**config.mk**
```make
export PLATFORM = sky130hd
export DESIGN_NAME = alarm_buzz_ctrl
export DESIGN_NICKNAME = d
export VERILOG_FILES = /design/src/rtl/alarm_pkg.sv /design/src/rtl/alarm_buzz_ctrl_sec_down_ct.sv /design/src/rtl/alarm_buzz_ctrl.sv
export SDC_FILE = /design/constraint.sdc
export NUM_CORES = 1
export LEC_CHECK = 0
export ABC_CLOCK_PERIOD_IN_PS = 3200
export CAP_MARGIN = 20
export CORE_UTILIZATION = 38
export DETAILED_ROUTE_END_ITERATION = 12
export PLACE_DENSITY = 0.64
export SETUP_SLACK_MARGIN = 0.2
export SYNTH_ARGS = -nofsm -noshare
export SYNTH_HDL_FRONTEND = slang
export SYNTH_SLANG_ARGS = --single-unit
```
**constraint.sdc**
```tcl
create_clock -name clk -period 3.2 [get_ports clk]
set_input_delay 0.64 -clock clk [delete_from_list [all_inputs] [get_ports clk]]
set_output_delay 0.64 -clock clk [all_outputs]
set_load 0.02 [all_outputs]
```
**src/rtl/alarm_pkg.sv**
```systemverilog
// Shared types and default timing constants for the alarm buzzer controller.
// All durations are in seconds because the controller runs on the 1 Hz pulse clock.
package alarm_pkg;

    typedef enum logic [1:0] {
        IDLE,
        RING,
        SNOOZE
    } buzz_st_t;

    localparam int RING_SEC_D   = 60;
    localparam int SNOOZE_SEC_D = 300;
    localparam int MAX_SNOOZE_D = 3;

endpackage

```
**src/rtl/alarm_buzz_ctrl_sec_down_ct.sv**
```systemverilog
// Loadable seconds down-counter: load presets N-1, en counts down and stops at zero.
module sec_down_ct #(
    parameter  int N = 300,
    localparam int W = $clog2(N + 1)
) (
    input  logic         clk,
    input  logic         rst,
    input  logic         load,
    input  logic         en,
    output logic [W-1:0] ct_out,
    output logic         zero
);

    logic [W-1:0] ct_reg;

    always_ff @(posedge clk or posedge rst) begin
        if (rst) begin
            ct_reg <= '0;
        end else if (load) begin
            ct_reg <= W'(N - 1);
        end else if (en && (ct_reg != '0)) begin
            ct_reg <= ct_reg - 1'b1;
        end
    end

    assign ct_out = ct_reg;
    assign zero   = (ct_reg == '0);

endmodule

```
**src/rtl/alarm_buzz_ctrl.sv**
```systemverilog
// Converts the raw alarm-match level into a bounded ring sequence with timed snoozes and stop.
// Rising-edge triggered so a stopped alarm cannot re-fire within the same matching minute.
module alarm_buzz_ctrl
    import alarm_pkg::*;
#(
    parameter  int RING_SEC   = RING_SEC_D,
    parameter  int SNOOZE_SEC = SNOOZE_SEC_D,
    parameter  int MAX_SNOOZE = MAX_SNOOZE_D,
    localparam int SL_W       = $clog2(SNOOZE_SEC + 1),
    localparam int SU_W       = $clog2(MAX_SNOOZE + 1)
) (
    input  logic            clk,
    input  logic            rst,
    input  logic            buzz_req,
    input  logic            alarm_on,
    input  logic            snooze,
    input  logic            stop,
    output logic            buzz,
    output logic            snoozing,
    output logic [SL_W-1:0] snooze_left,
    output logic [SU_W-1:0] snoozes_used
);

    localparam int RC_W = (RING_SEC > 1) ? $clog2(RING_SEC) : 1;

    buzz_st_t        state_reg, state_next;
    logic [RC_W-1:0] ring_ct_reg, ring_ct_next;
    logic [SU_W-1:0] snz_used_reg, snz_used_next;
    logic            req_d_reg;
    logic            trigger;
    logic            snz_load, snz_en, snz_zero;
    logic [SL_W-1:0] snz_ct;

    sec_down_ct #(.N(SNOOZE_SEC)) u_snz_ct (
        .clk    (clk),
        .rst    (rst),
        .load   (snz_load),
        .en     (snz_en),
        .ct_out (snz_ct),
        .zero   (snz_zero)
    );

    // req_d resets high so a level already present at reset release is not seen as an edge.
    assign trigger = buzz_req & ~req_d_reg;

    always_ff @(posedge clk or posedge rst) begin
        if (rst) begin
            state_reg    <= IDLE;
            ring_ct_reg  <= '0;
            snz_used_reg <= '0;
            req_d_reg    <= 1'b1;
        end else begin
            state_reg    <= state_next;
            ring_ct_reg  <= ring_ct_next;
            snz_used_reg <= snz_used_next;
            req_d_reg    <= buzz_req;
        end
    end

    always_comb begin
        state_next    = state_reg;
        ring_ct_next  = ring_ct_reg;
        snz_used_next = snz_used_reg;
        snz_load      = 1'b0;
        snz_en        = 1'b0;
        case (state_reg)
            IDLE: begin
                if (trigger && alarm_on) begin
                    state_next    = RING;
                    ring_ct_next  = '0;
                    snz_used_next = '0;
                end
            end
            RING: begin
                if (stop || !alarm_on) begin
                    state_next = IDLE;
                end else if (snooze && (snz_used_reg < SU_W'(MAX_SNOOZE))) begin
                    state_next    = SNOOZE;
                    snz_load      = 1'b1;
                    snz_used_next = snz_used_reg + 1'b1;
                end else if (ring_ct_reg == RC_W'(RING_SEC - 1)) begin
                    state_next = IDLE;
                end else begin
                    ring_ct_next = ring_ct_reg + 1'b1;
                end
            end
            SNOOZE: begin
                if (stop || !alarm_on) begin
                    state_next = IDLE;
                end else if (snz_zero) begin
                    state_next   = RING;
                    ring_ct_next = '0;
                end else begin
                    snz_en = 1'b1;
                end
            end
            default: state_next = IDLE;
        endcase
    end

    // Moore outputs straight from registered state, so async reset clears them immediately.
    assign buzz         = (state_reg == RING);
    assign snoozing     = (state_reg == SNOOZE);
    assign snooze_left  = (state_reg == SNOOZE) ? snz_ct : '0;
    assign snoozes_used = snz_used_reg;

endmodule

```
Yosys cells after proc, flatten, opt, wreduce, memory -nomap -nowiden
Cells that the tools add are included.
Widths: inputs -> output; s select.
- RAM bits: 0
- memories kept: 0
- bits in registers: 20
- input bits: 6
- ROM bits: 0
- output and inout bits: 13
- bits in latches: 0
- multiplexer cells: 27
- add/subtract/negate cells: 3
- bitwise logic cells: 2
- reductions and logical operators: 14
- magnitude comparators: 1
- eq/ne operators: 12
- shift-type cells: 0
- $mul: 0
- divide/modulo/power cells: 0
- operator list (kind ; number):
    $mux 6 ; 6
    $mux 9 ; 3
    $mux 2 ; 9
    $pmux 6 s3 ; 1
    $ne 2x2->1 const B ; 5
    $logic_not 9->1 ; 1
    $reduce_bool 9->1 ; 1
    $sub 9x1->9 const B ; 1
    $reduce_and 7->1 ; 1
    $add 6x1->6 const B ; 1
    $eq 6x6->1 const B ; 1
    $mux 1 ; 6
    $pmux 2 s3 ; 1
    $ne 2x1->1 const B ; 2
    $ne 4x1->1 const B ; 1
    $pmux 2 s2 ; 1
    $reduce_and 4->1 ; 1
    $reduce_bool 2->1 ; 2
    $logic_and 1x1->1 ; 3
    $ne 3x1->1 const B ; 1
    $reduce_and 3->1 ; 1
    $reduce_bool 3->1 ; 1
    $add 2x1->2 const B ; 1
    $eq 2x1->1 const B ; 1
    7 further kinds ; 7

Logic depth before layout (Yosys ltp)
Gate-level depths: netlist of run 1.
- word-level depth: 7
- gate-level depth with buffers: 6

Hierarchy
A second synthesis of run 1 with hierarchy kept.
- cell total of the unflattened synthesis: 133
- area, all modules: 1273.7 um^2
- modules (own cells, without submodules) (module ; times used ; sequential area each (um^2) ; area each (um^2) ; cells an instance):
    alarm_buzz_ctrl ; 1 ; 276.5 ; 748.2 ; 80
    sec_down_ct ; 1 ; 225.2 ; 525.5 ; 53

Worst setup path before layout of run 1
OpenSTA, ideal clock, no wires.
- kind: register -> register
- from: register u_snz_ct.ct_reg[0] (netlist: u_snz_ct.ct_out[0])
- to: register ring_ct_reg[2]
- setup time: 126 ps
- slack: 917 ps
- clock period less this slack: 2283 ps
- required time: 3074 ps
- arrival time: 2157 ps
- cell stages (with the launch flop): 7
- cell sequence: dfrtp_1 inv_1 ha_1 or3b_2 or3_1 a221o_2 a221o_1
- cells in the longest elaborated chain, start to end: 3
- ends and longest elaborated chain (what ; RTL line ; source):
    start: declaration ; alarm_buzz_ctrl_sec_down_ct.sv:14 ; logic [W-1:0] ct_reg;
    start signal: assignment ; alarm_buzz_ctrl_sec_down_ct.sv:20 ; ct_reg <= W'(N - 1);
    start signal: assignment ; alarm_buzz_ctrl_sec_down_ct.sv:22 ; ct_reg <= ct_reg - 1'b1;
    $logic_not 9->1 ; alarm_buzz_ctrl_sec_down_ct.sv:27 ; assign zero = (ct_reg == '0);
    $ne 2x1->1 (no line) ; -- ;
    $reduce_and 7->1 (no line) ; -- ;
    end signal: assignment ; alarm_buzz_ctrl.sv:54 ; ring_ct_reg <= ring_ct_next;
    end: declaration ; alarm_buzz_ctrl.sv:27 ; logic [RC_W-1:0] ring_ct_reg, ring_ct_next;
Every way passes these cells.
A chain may end at the register's enable or synchronous reset.

Worst setup path in the final report of run 1
- from: register state_reg[1]
- to: output snooze_left[4]
- cells in the longest elaborated chain, start to end: 2
- ends and longest elaborated chain (what ; RTL line ; source):
    start: declaration ; alarm_buzz_ctrl.sv:26 ; buzz_st_t state_reg, state_next;
    start signal: assignment ; alarm_buzz_ctrl.sv:53 ; state_reg <= state_next;
    $eq 2x2->1 ; alarm_buzz_ctrl.sv:104 ; assign snooze_left = (state_reg == SNOOZE) ? snz_ct : '0;
    $mux 9 ; alarm_buzz_ctrl.sv:104 ;
    end: declaration ; alarm_buzz_ctrl.sv:20 ; output logic [SL_W-1:0] snooze_left,
Every way passes these cells.

==> impl_metrics.csv, run 1 <==
group,metric,value,unit
outcome,outcome,"complete, but fails checks",
outcome,violations,"DRC",
worst_hold_path,hold_depth,1,
cells_and_area,final_area,1380,um^2
drt,routed_wl,2.38,mm
flow_run,cap_violations,0,
pwr,power_frac_seq,56.7,%
cells_and_area,final_nets,143,
drt,via_per_inst,5.78,
placement,dp_slack,0.638,ns
setup_path,worstSetupPathType,"flop to output port",
pwr,share_comb_of_total_power,21.3,%
die,dieArea,3230,um^2
grt,grt_pass1_wl,4.08,mm
synthesis,synth_top_flop_cell,"dfrtp_1",
timing,layout_setup_ws,0.417,ns
timing,skew,0.0120,ns
die,fp-row-count,19,
synthesis,synth_top_family_by_area,"simple AND/OR/NAND/NOR gates",
cells_and_area,drive_gt1_share,11.3,%
synthesis,avgSynthCellArea,10.1,um^2
setup_path,worst_setup_path_start_kind,"flop",
cells_and_area,n_antenna_cell,0,
synthesis,synthAdderAreaFrac,3.28,%
timing,finalCriticalPeriod,2.78,ns
synthesis,yosys.area_share.simple,27.7,%
setup_path,crit_chain,"nor2b_1 -> and2_2 -> clkdlybuf4s50_1",
pwr,power_density,420,nW/um^2
setup_path,cp-end-kind,"output port",
synthesis,synthMuxAreaShare,3.72,%
worst_hold_path,min_to,"snoozes_used[1]$_DFFE_PP0P_",
synthesis,ys_seq_elements,20,
drt,drtAntennaViolNets,0,
clocking,clock_latency,0.30,ns
drt,drc,7,
pwr,power_switching,0.183,mW
synthesis,yosysTopAreaCell,"dfrtp_1",
timing,worst_slew_pin_slew,0.837,ns
placement,io_buffers,18,
synthesis,synth-seq-area-share,43.9,%
grt,gr-total-overflow,0,
synthesis,synth.most_common_cell,"dfrtp_1",
worst_hold_path,hold_start,"snoozes_used[1]$_DFFE_PP0P_",
synthesis,syn_nets,122,
grt,grt_max_degree,21,
clocking,cts_sinks,20,
synthesis,async_flop_share,100,%
timing,min_period_over_period,87.0,%
cells_and_area,largest_reg_flops,9,
synthesis,synth-edff-count,0,
die,initial_utilization,40.8,%
placement,post-place-cells,160,
drt,num_vias,948,
timing,maxSlewHeadroom,43.5,%
timing,finalHoldViolCount,0,
clocking,ctsLongestPathBuffers,2,
grt,first_global_vias,883,
die,pin_count,19,
setup_path,r2r-end,"ring_ct_reg[4]$_DFFE_PP0P_",
cells_and_area,multi_input_area,608,um^2
placement,gp_congestion,0.750,
placement,dpl.hpwl,1.72,mm
synthesis,synth_top_area_share,41.6,%
pwr,p_int,0.395,mW
synthesis,synth_xor_area_share,2.30,%
timing,finalSetupTns,0,ns
clocking,cts_made_buffers,3,
setup_path,critical_path.max_fanout,11,
grt,track_usage,16.2,%
setup_path,rr_worst_depth,6,
drt,wl_per_cell,14.5,um
die,dieHeight,56.9,um
synthesis,synth.cells.most_frequent,"dfrtp_1 (19), and2_1 (9), nand2_1 (9)",
timing,clock.fmax,0.359,GHz
worst_hold_path,min-delay-path-class,"flop to flop",
grt,antenna_found_initial,0,
synthesis,synth_compound_area_share,16.2,%
setup_path,crit_required,2.56,ns
pwr,p_sw_share,31.7,%
cells_and_area,regArea,502,um^2
synthesis,yosys_warnings,0,
setup_path,cp_top_family,"simple AND/OR/NAND/NOR gates",
clocking,clkTransAtPathRegs,0.12,ns
pwr,max-vdd-ir-drop,0.157,mV
setup_path,arrival,2.14,ns
die,core,2810,um^2
cells_and_area,fillerInstances,281,
drt,drt_iter0_markers,46,
timing,setup_viol,0,
timing,slew_viol_final,0,
drt,firstDrtPassIters,9,
setup_path,cp_slowest_cell,"clkdlybuf4s50_1",
setup_path,r2r_start,"u_snz_ct.ct_out[0]$_DFFE_PP0P_",
clocking,ctsHoldBuffers,0,
synthesis,syn_area,1140,um^2
setup_path,slowest_delay,0.59,ns
clocking,cts_setup_buffers,0,
synthesis,syn_inst,113,
clocking,htreeDepth,1,
timing,rsz0062_at_grt,"false",
synthesis,synthTopCellsByArea,"dfrtp_1 (42%), and2_1 (4.9%), a221o_1 (3.5%), ha_1 (3.3%), nand2_1 (3.0%)",
die,fp.dieW,56.9,um
clocking,cts_tree,"built",
cells_and_area,final_util,49.1,%
clocking,cts-root-buf,"clkbuf_4",
synthesis,synth.distinct_cells,46,
clocking,cts-resized-gates,0,
placement,dpl_cell_area,1350,um^2
cells_and_area,final_cells,164,
setup_path,r2r_slack,0.74,ns
setup_path,cp.buffers_inverters,1,
pwr,p_leak,0.624,nW
cells_and_area,area_growth,20.5,%
pwr,clockPowerShare,21.9,%
[cell families (layout without fill, tap and decap cells)]
kind of cell    Yosys count  after routing
fa+ha+maj                 3              3
simple gates             53             53
mux                       4              4
buf+inv                   8             28
compound gates           22             22
flops                    20             20
xor+xnor                  3              3
[layer usage]
metal	track usage (%)	wire (um)	up-vias
li1	-	-	460
met2	24.3	1050	25
met5	0	0	-
met1	23.6	1210	461
met4	6.27	19	0
met3	2.07	104	2
[placed cells by master (no fill, tap or decap), drive strengths merged, types with 2 or more instances in the layout]
cell,netlist,final
nor2b,3,3
xor2,2,2
nor3b,3,3
o31ai,2,2
nand3,3,3
nor3,5,5
o311ai,2,2
ha,3,3
and3,2,2
nor4,2,2
o211ai,2,2
nor2,4,4
or4,2,2
or3,2,2
clkbuf,1,4
inv,6,6
a21oi,2,2
dfrtp,19,19
and2,10,10
nand2,9,9
clkdlybuf4s50,0,18
nand2b,2,2
mux2,2,2
a221o,5,5
mux2i,2,2
[per-stage QoR]
stage | total power [mW] | hold slack [ns]
4_1_cts | 0.586 | 0.567
5_1_grt | 0.622 | 0.596
6_report | 0.578 | 0.557
2_1_floorplan | 0.413 | 0.516
3_3_place_gp | 0.451 | 0.519
3_5_place_dp | 0.457 | 0.529
[power groups by stage]
stage	Clock (mW)	Sequential [mW]	Combinational, mW
6_report	0.127	0.328	0.123
5_1_grt	0.144	0.336	0.142
4_1_cts	0.134	0.328	0.125
3_5_place_dp	0	0.333	0.124
3_3_place_gp	0	0.331	0.120
2_1_floorplan	0	0.324	0.0892
[worst reg2reg max path, stage by stage (launching register included)]
cell	delay, ns
dfrtp_1	0.42
inv_1	0.10
ha_1	0.18
or3b_2	0.48
or3_1	0.32
a221o_2	0.47
a221o_1	0.37
[area by class of cell]
cell class | instances | share of cell area [%]
Inverter | 6 | 1.63
Multi-Input combinational cell | 85 | 44.1
Tap cell | 31 | 2.82
Clock buffer | 4 | 1.91
Sequential cell | 20 | 36.4
Timing Repair Buffer | 18 | 13.1
[worst max-delay path by stage]
stage / startpoint / to / depth (start not counted)
6_report: state_reg[1]$_DFFE_PP0P_ / snooze_left[4] / 3
5_1_grt: state_reg[1]$_DFFE_PP0P_ / snooze_left[4] / 3
4_1_cts: state_reg[1]$_DFFE_PP0P_ / snooze_left[4] / 3
3_5_place_dp: alarm_on / ring_ct_reg[5]$_DFFE_PP0P_ / 5
3_3_place_gp: alarm_on / ring_ct_reg[2]$_DFFE_PP0P_ / 5
2_1_floorplan: u_snz_ct.ct_out[0]$_DFFE_PP0P_ / ring_ct_reg[2]$_DFFE_PP0P_ / 6
Note: power is estimated with default switching activity, not from simulation.
==> inputs of run 2 (changes only) <==
--- a/config.mk
+++ b/config.mk
@@ -9,6 +9,7 @@
 export CAP_MARGIN = 20
 export CORE_UTILIZATION = 38
 export DETAILED_ROUTE_END_ITERATION = 12
+export GPL_ROUTABILITY_DRIVEN = 0
 export PLACE_DENSITY = 0.64
 export SETUP_SLACK_MARGIN = 0.2
 export SYNTH_ARGS = -nofsm -noshare
==> results of run 2 <==
Same layout as run 1: the final DEF is identical, and so are final timing and power.
==> inputs of run 3 (changes only) <==
--- a/config.mk
+++ b/config.mk
@@ -7,6 +7,7 @@
 export LEC_CHECK = 0
 export ABC_CLOCK_PERIOD_IN_PS = 3200
 export CAP_MARGIN = 20
+export CORE_MARGIN = 2
 export CORE_UTILIZATION = 38
 export DETAILED_ROUTE_END_ITERATION = 12
 export GPL_ROUTABILITY_DRIVEN = 0
@@ -15,3 +16,4 @@
 export SYNTH_ARGS = -nofsm -noshare
 export SYNTH_HDL_FRONTEND = slang
 export SYNTH_SLANG_ARGS = --single-unit
+export TNS_END_PERCENT = 1
==> run 3 against run 2 <==
Compared with the run above: the flow still finishes with violations (DRC); total power is 3.0% higher; critical path depth did not move; utilization rose by 0.62 points; sequential share of layout area shrank 0.46 points; first-iteration DRC count shrank 46%.
==> impl_metrics.csv, run 3 (synthesized netlist as in run 1, its figures left out) <==
group,metric,value,unit
outcome,outcome,"complete, but fails checks",
outcome,violations,"DRC",
drt,firstDrtPassIters,8,
clocking,ctsHoldBuffers,0,
drt,drc,1,
timing,worst_slew_pin_slew,0.826,ns
cells_and_area,final_util,49.7,%
timing,rsz0062_at_grt,"false",
clocking,cts_sinks,20,
pwr,p_leak,0.636,nW
drt,wl_met2,1.02,mm
grt,grt_pass1_wl,3.93,mm
die,fp-row-count,19,
clocking,htreeDepth,1,
pwr,power_switching,0.180,mW
clocking,cts_made_buffers,3,
timing,finalHoldViolCount,0,
pwr,power.total,0.595,mW
drt,via_per_inst,5.58,
placement,io_buffers,18,
clocking,clock_latency,0.30,ns
flow_run,cap_violations,0,
drt,drtAntennaViolNets,0,
clocking,clkTransAtPathRegs,0.11,ns
pwr,power_density,427,nW/um^2
grt,track_usage,14.9,%
setup_path,cp-end-kind,"output port",
die,initial_utilization,40.8,%
drt,wl_per_cell,14.1,um
drt,routed.top_layer,"met4",
cells_and_area,final_area,1400,um^2
timing,min_period_over_period,86.6,%
die,dieHeight,58.9,um
timing,skew,0.00112,ns
die,pin_count,19,
pwr,p_sw_share,30.2,%
setup_path,cp.buffers_inverters,1,
drt,drt-met1-wl,1.18,mm
cells_and_area,layout_commonest_cell,"dfrtp_1",
setup_path,crit_chain,"nor2b_1 -> and2_2 -> clkdlybuf4s50_1",
cells_and_area,n_antenna_cell,0,
setup_path,crit_required,2.56,ns
drt,wl_met3,91,um
pwr,share_comb_of_total_power,20.7,%
grt,antenna_found_initial,0,
pwr,clockPowerShare,24.5,%
setup_path,cp_top_family,"simple AND/OR/NAND/NOR gates",
die,core,2810,um^2
placement,dpl_cell_area,1360,um^2
timing,slew_viol_final,0,
clocking,ctsLongestPathBuffers,2,
pwr,power_frac_seq,54.8,%
clocking,cts-root-buf,"clkbuf_4",
setup_path,slowest_delay,0.60,ns
setup_path,worst_setup_path_start_kind,"flop",
grt,gr-total-overflow,0,
timing,clock.fmax,0.361,GHz
setup_path,critical_path.max_fanout,11,
drt,routed_wl,2.33,mm
die,dieArea,3460,um^2
timing,maxSlewHeadroom,44.3,%
drt,num_vias,920,
setup_path,arrival,2.13,ns
clocking,cts_tree,"built",
pwr,max-vdd-ir-drop,0.294,mV
cells_and_area,drive_gt1_share,12.7,%
cells_and_area,area_growth,22.0,%
drt,drt_iter0_markers,25,
die,fp.dieW,58.9,um
pwr,p_int,0.416,mW
grt,grt_max_degree,21,
cells_and_area,largest_reg_flops,9,
clocking,cts-resized-gates,0,
timing,finalSetupTns,0,ns
clocking,cts_setup_buffers,0,
cells_and_area,final_cell_mix,"dfrtp_1 (19), clkdlybuf4s50_1 (18), nand2_1 (9), and2_1 (9), inv_1 (6)",
setup_path,cp_slowest_cell,"clkdlybuf4s50_1",
timing,setup_viol,0,
cells_and_area,final_nets,144,
placement,dpl.hpwl,1.73,mm
grt,first_global_vias,896,
timing,finalCriticalPeriod,2.77,ns
worst_hold_path,min-delay-path-class,"flop to flop",
setup_path,worstSetupPathType,"flop to output port",
## run 3: cell count changes in the layout (fill, tap and decap cells not counted)
cell / before / now
buf_4: 0 / 1
clkbuf_1: 1 / 0
clkbuf_8: 0 / 1
## run 3: area by class of cell
cell class	count	area (um^2)
clock buffers	4	36.3
fillers	294	1410
inverters	6	22.5
multi-input cells	85	608
flip-flops and latches	20	502
well taps	31	38.8
repair buffers	19	188
## run 3: path summary, 6_finish.rpt
path                                                   to  slack, ns                      startpoint  depth (start not counted)
min in group asynchronous  u_snz_ct.ct_out[4]$_DFFE_PP0P_       0.76                             rst                          2
max                                        snooze_left[4]       0.43        state_reg[1]$_DFFE_PP0P_                          3
max reg2reg                    ring_ct_reg[5]$_DFFE_PP0P_       0.75  u_snz_ct.ct_out[0]$_DFFE_PP0P_                          6
max in group asynchronous      ring_ct_reg[0]$_DFFE_PP0P_       1.96                             rst                          2
min reg2reg                   snoozes_used[1]$_DFFE_PP0P_       0.56     snoozes_used[1]$_DFFE_PP0P_                          1
min                           snoozes_used[1]$_DFFE_PP0P_       0.56     snoozes_used[1]$_DFFE_PP0P_                          1
## run 3: layer usage
layer | up-vias | global-route usage, %
met4 | 0 | 4.22
li1 | 457 | -
met3 | 4 | 4.62
met5 | - | 0
met2 | 21 | 22.7
met1 | 438 | 20.6
## run 3: stage by stage
step | std cells | worst slack [ns] | hold WS [ns]
floorplan | 113 | 0.917 | 0.516
finish | 165 | 0.428 | 0.559
CTS | 165 | 0.399 | 0.565
global route | 165 | 0.247 | 0.595
global placement | 161 | 0.685 | 0.517
detailed placement | 161 | 0.655 | 0.530
## run 3: power groups by stage
stage	clock network (mW)	registers, mW	logic (mW)
after floorplan	0	0.324	0.0892
after global routing	0.160	0.333	0.142
final	0.146	0.326	0.123
after CTS	0.149	0.327	0.125
after detailed placement	0	0.331	0.125
after global placement	0	0.330	0.121
